==> src/rtl/decoder_38_seq.sv <==
// decoder_38_seq: registered 3-to-8 decoder that turns the code word of a
// priority encoder (Y/GS/EO) into a one-hot pulse held for HOLD_CYCLES cycles.
// Side outputs: a sticky bitmap of decoded indices (pend), a saturating count
// of "enabled but no request" words (empty_cnt) and a sticky illegal-word
// flag (err).
module decoder_38_seq #(
  parameter int HOLD_CYCLES = 4
) (
  input  logic       clk,
  input  logic       rst,
  input  logic       EI,
  input  logic       in_valid,
  input  logic [2:0] Y,
  input  logic       GS,
  input  logic       EO,
  input  logic [7:0] clr,
  output logic       in_ready,
  output logic [7:0] O,
  output logic       O_valid,
  output logic [7:0] pend,
  output logic [7:0] empty_cnt,
  output logic       err
);

  // Reject out-of-range hold lengths at elaboration time.
  if (HOLD_CYCLES < 1 || HOLD_CYCLES > 255) begin : g_bad_hold
    $error("decoder_38_seq: HOLD_CYCLES must be in 1..255");
  end

  // hold_cnt counts the cycles remaining after the current one, so the
  // load value is one less than the number of cycles O stays high.
  localparam logic [7:0] HOLD_LOAD = 8'(HOLD_CYCLES - 1);

  typedef enum logic [0:0] {
    IDLE = 1'b0,
    HOLD = 1'b1
  } state_t;

  state_t     state, state_n;
  logic [7:0] hold_cnt, hold_cnt_n;
  logic [7:0] o_n;
  logic       o_valid_n;
  logic [7:0] pend_n;
  logic [7:0] empty_cnt_n;
  logic       err_n;

  // Word classification.
  logic       accept;
  logic       word_legal;
  logic       word_empty;
  logic       word_illegal;
  logic [7:0] decoded;
  logic [7:0] set_vec;

  // Handshake: only an enabled, idle, out-of-reset block takes a word.
  always_comb begin
    in_ready = EI & (state == IDLE) & ~rst;
  end

  // Classify the presented word; GS and EO must disagree to be meaningful.
  always_comb begin
    accept       = in_valid & in_ready;
    word_legal   = accept &  GS & ~EO;
    word_empty   = accept & ~GS &  EO;
    word_illegal = accept & (GS == EO);
    decoded      = 8'h01 << Y;
    set_vec      = word_legal ? decoded : 8'h00;
  end

  // Next-state and next-output logic for the decode/hold FSM.
  always_comb begin
    // NOTE: every variable gets a default before the case, so no branch can
    // leave one unassigned and infer a latch.
    state_n    = state;
    hold_cnt_n = hold_cnt;
    o_n        = O;
    o_valid_n  = O_valid;

    unique case (state)
      IDLE: begin
        if (word_legal) begin
          state_n    = HOLD;
          o_n        = decoded;
          o_valid_n  = 1'b1;
          hold_cnt_n = HOLD_LOAD;
        end
      end

      HOLD: begin
        if (!EI) begin
          // Enable dropped: abandon the pulse immediately.
          state_n    = IDLE;
          o_n        = 8'h00;
          o_valid_n  = 1'b0;
          hold_cnt_n = 8'h00;
        end else if (hold_cnt != 8'h00) begin
          hold_cnt_n = hold_cnt - 8'h01;
        end else begin
          state_n   = IDLE;
          o_n       = 8'h00;
          o_valid_n = 1'b0;
        end
      end

      default: begin
        state_n    = IDLE;
        o_n        = 8'h00;
        o_valid_n  = 1'b0;
        hold_cnt_n = 8'h00;
      end
    endcase
  end

  // Side-band bookkeeping: set wins over clear on the same pend bit.
  always_comb begin
    pend_n      = (pend & ~clr) | set_vec;
    empty_cnt_n = empty_cnt;
    if (word_empty && empty_cnt != 8'hFF) begin
      empty_cnt_n = empty_cnt + 8'h01;
    end
    err_n = err | word_illegal;
  end

  // State and output registers with synchronous reset.
  always_ff @(posedge clk) begin
    // NOTE: non-blocking assignments so every register samples the values
    // from before this edge, independent of statement order.
    if (rst) begin
      state     <= IDLE;
      hold_cnt  <= 8'h00;
      O         <= 8'h00;
      O_valid   <= 1'b0;
      pend      <= 8'h00;
      empty_cnt <= 8'h00;
      err       <= 1'b0;
    end else begin
      state     <= state_n;
      hold_cnt  <= hold_cnt_n;
      O         <= o_n;
      O_valid   <= o_valid_n;
      pend      <= pend_n;
      empty_cnt <= empty_cnt_n;
      err       <= err_n;
    end
  end

  // Structural invariants of the output pair.
  a_o_onehot0 : assert property (@(posedge clk) $onehot0(O));
  a_o_valid   : assert property (@(posedge clk) O_valid == (O != 8'h00));

endmodule

==> config.mk <==
export PLATFORM = sky130hd
export DESIGN_NAME = decoder_38_seq
export DESIGN_NICKNAME = d
export VERILOG_FILES = /design/src/rtl/decoder_38_seq.sv
export SDC_FILE = /design/constraint.sdc
export NUM_CORES = 1
export LEC_CHECK = 0
export ABC_CLOCK_PERIOD_IN_PS = 2300
export BUFFER_PORTS_ARGS = -buffer_cell sky130_fd_sc_hd__buf_2
export CAP_MARGIN = 20
export CORE_MARGIN = 4
export CORE_UTILIZATION = 51
export DETAILED_ROUTE_END_ITERATION = 16
export GPL_TIMING_DRIVEN = 1
export PLACE_DENSITY = 0.78
export SLEW_MARGIN = 25
export SYNTH_ARGS = -nofsm -noshare
export SYNTH_HDL_FRONTEND = slang
export SYNTH_SLANG_ARGS = --single-unit
==> constraint.sdc <==
create_clock -name clk -period 2.3 [get_ports clk]
set_input_delay 0 -clock clk [delete_from_list [all_inputs] [get_ports clk]]
set_output_delay 0 -clock clk [all_outputs]
set_load 0.05 [all_outputs]
==> summary.txt <==
Critical path
  • R2r startpoint: state
  • CP max-delay cell: dlygate4sd3_1
  • Worst EP required: 2.59 ns
  • Cells along the critical path: nand4bb_4 -> nor2_1 -> nand3_1 -> a21oi_1 -> dlygate4sd3_1
  • Arr. time, crit path: approximately 2.4 ns
  • Worst setup SP type: register
  • Worst path bufs/invs: 1
  • Crit path max-delay family: simple AND/OR/NAND/NOR gates
  • Crit path from: state
  • CP Capture Type: register
  • Crit Path Class: register to register
  • Max stage delay on crit path: 0.57 ns
  • Worst-path fanout max: 9

Pwr
  • Clk pwr share: 0.421
  • Peak supply drop: 0.4279 mV
  • Part of the power in registers: 0.481
  • Switching pwr: 0.2796 mW
  • Power per cell area: about 600 nW/um^2
  • Internal power: 1.010 mW
  • Leakage: 0.8770 nW
  • Switching share of power: 0.2168
  • Logic pwr share: 0.098

Routing
  • Final ANT Viol Nets: 0
  • Initial DRC Count: 125
  • Number of remaining DRC errors: 0
  • WL final: 4.170 mm
  • Vias per inst: 5.640
  • Via count: 1647
  • WL/cell: 14.28 um
  • Iteration count of the initial detailed-routing pass: 4

STA
  • Clock Skew: about 0.012 ns
  • Slew HR: 0.6691
  • Fin. max-slew vios: 0
  • Crit share post-route: 0.9048
  • Tmin final: 2.081 ns
  • Fin worst setup slack: ~0.22 ns
  • Fmax: 480.5 MHz
  • Fin Setup TNS: 0 ns
  • Final hold vios: 0
  • Final hold slack: between 0.03 and 0.04 ns
  • RSZ-0062 raised after global routing: false
  • Worst Tran Pin Value: 0.4937 ns
  • Setup violators final: 0

Finish
  • Antenna cells: 0
  • Layout filler cell count: ~270
  • Share of layout cells above drive strength 1: 0.2460
  • Post-synthesis to final-layout area growth: 32.13%
  • Fin nets: ~270

Clocking
  • CTS sink cnt: 35
  • Cts bufs inserted: 5
  • Skew-Pair Late Insertion Delay: 0.34 ns
  • Post-CTS resize count: 0
  • Clk slew on worst S/H paths: 0.11 ns
  • CTS root buf: clkbuf_4
  • Clock Tree Buf Depth: 2
  • CTS tree: built
  • H-tree levels: 2

Yosys
  • Post-Synthesis Cell Area: around 1600 um^2
  • Post-Syn Area per Cell: 8.799 um^2
  • Post-synth top area share: 0.4304
  • Sequential area share after synthesis: 0.4304
  • Post-synth EDFFs: 0
  • Yosys top cell by area: dfxtp_1
  • Async set or reset register ratio after synthesis: 0
  • Synth Register Bits: 35
  • Ys Warns: 0
  • Post-Synthesis Cells: 185
  • Top cells by area, synth: dfxtp_1, a21oi_1, nand2b_1
  • Most used DFF post-synth: dfxtp_1
  • Dominant cell by count in the synthesized netlist: dfxtp_1
  • Net count after synthesis: slightly above 200
  • Most common library cells after synthesis: dfxtp_1, a21oi_1, o21ai_0
  • Yosys cell types: 37

Place
  • Gp weighted congestion: 0.7907
  • Dpl hpwl: between 2 and 3 mm
  • I/O Buffers: 43
  • Pre-CTS setup slack: 0.3486 ns

Flow run
  • # Max-Cap Violations: 0

Global route
  • Grt ovf: 0
  • Total GRT Usage: 0.2087
  • Vias in the first global route: ~1600
  • Antenna violations before repair: 0
  • Pin count of the biggest net entering global routing: 34
  • First-pass GRT wire length: between 6 and 7 mm

Worst hold path
  • Hold_sp: Y[1]
  • Worst Hold Class: primary input to register

Floorplanning
  • Die H: 64.50 um
  • Num rows: 20
  • DIE WIDTH: 64.50 um
  • CORE AREA: between 3000 and 4000 um^2
  • Ports: 44
  • Die Area: around 4200 um^2
  • Initial Util: 0.5332

Run status
  • Status: completed
worst paths after layout:
kind	end	slack, ns	depth (start not counted)
max	pend[6]	0.22	5
min	O[0]	0.03	4
max reg2reg	pend[6]	0.22	5
min reg2reg	pend[7]	0.48	2
worst register-to-register path: cells and delay by family, from the launching register on:
family                 cells  cell delay, ns
AO/OA/AOI/OAI              1            0.20
buffers and inverters      1            0.57
flip-flops                 1            0.41
AND/OR/NAND/NOR            3            0.85
power groups by stage:
stage	clock network, mW	logic [mW]	registers, mW
after floorplan	0	0.0671	0.641
after global placement	0	0.109	0.634
after detailed placement	0	0.110	0.634
after CTS	0.550	0.125	0.620
after global routing	0.585	0.138	0.622
final	0.543	0.126	0.621
routing by layer:
metal	track usage	wire length, um	up-vias
li1	-	-	819
met1	0.2473	1760	762
met2	0.3557	2068	51
met3	0.04853	218	15
met4	0.09763	123	0
met5	0	0	-
repair_timing:
action,4_1_cts,5_1_grt
setup buffers,0,0
hold buffers,15,0
endpoints found under the hold margin,12,0
flip-flops by register name (all words and copies together) (netlist names):
signal	flops
O	8
empty_cnt	8
hold_cnt	8
pend	8
O_valid	1
err	1
state	1
cell type report:
type                    count  area (um^2)  area share
well taps                  44        55.05     0.02560
clock inverters             2        60.06     0.02792
flip-flops and latches     35        700.7      0.3258
multi-input cells         135        868.3      0.4037
clock buffers               6        41.29     0.01920
inverters                   8        30.03     0.01396
repair buffers             62        395.4      0.1838
layout by cell type (no fill, tap or decap), types with 2 or more instances in the layout:
| master | instances |
|---|---|
| buf_2 | 43 |
| ha_1 | 3 |
| and4_1 | 3 |
| o31a_1 | 2 |
| nor4_1 | 5 |
| nor3_2 | 2 |
| mux2i_1 | 3 |
| o21ai_0 | 14 |
| o311ai_0 | 3 |
| bufinv_16 | 2 |
| nor2_1 | 6 |
| a31oi_1 | 3 |
| clkbuf_4 | 5 |
| nand3_1 | 7 |
| or4_1 | 3 |
| or3_1 | 5 |
| nor3_1 | 3 |
| o31ai_1 | 3 |
| inv_1 | 8 |
| nand2b_1 | 13 |
| buf_4 | 4 |
| o21a_1 | 3 |
| nand2_1 | 10 |
| dlygate4sd3_1 | 15 |
| a211oi_1 | 3 |
| a21oi_1 | 24 |
| nor2b_1 | 4 |
| o41ai_1 | 2 |
| dfxtp_1 | 35 |
through the flow:
| stage | area [um^2] | instances | power, mW | util |
|---|---|---|---|---|
| after floorplan | 1628 | 185 | 0.7076 | - |
| after global placement | 1899 | 269 | 0.7429 | 0.6221 |
| after detailed placement | 1899 | 269 | 0.7439 | 0.6221 |
| after CTS | 2151 | 292 | 1.295 | 0.7045 |
| after global routing | 2151 | 292 | 1.345 | 0.7045 |
| final | 2151 | 292 | 1.289 | 0.7045 |
cells by family (layout without fill, tap and decap cells):
family	count (synthesis)	in the layout	synth area share
buffers and inverters	15	78	0.03613
muxes	3	3	0.01845
AOI/OAI and AO/OA	60	60	0.2252
DFF	35	35	0.4304
and+or+nand+nor	69	69	0.2667
adders and majority gates	3	3	0.02306
(Power assumes the default switching activity.)
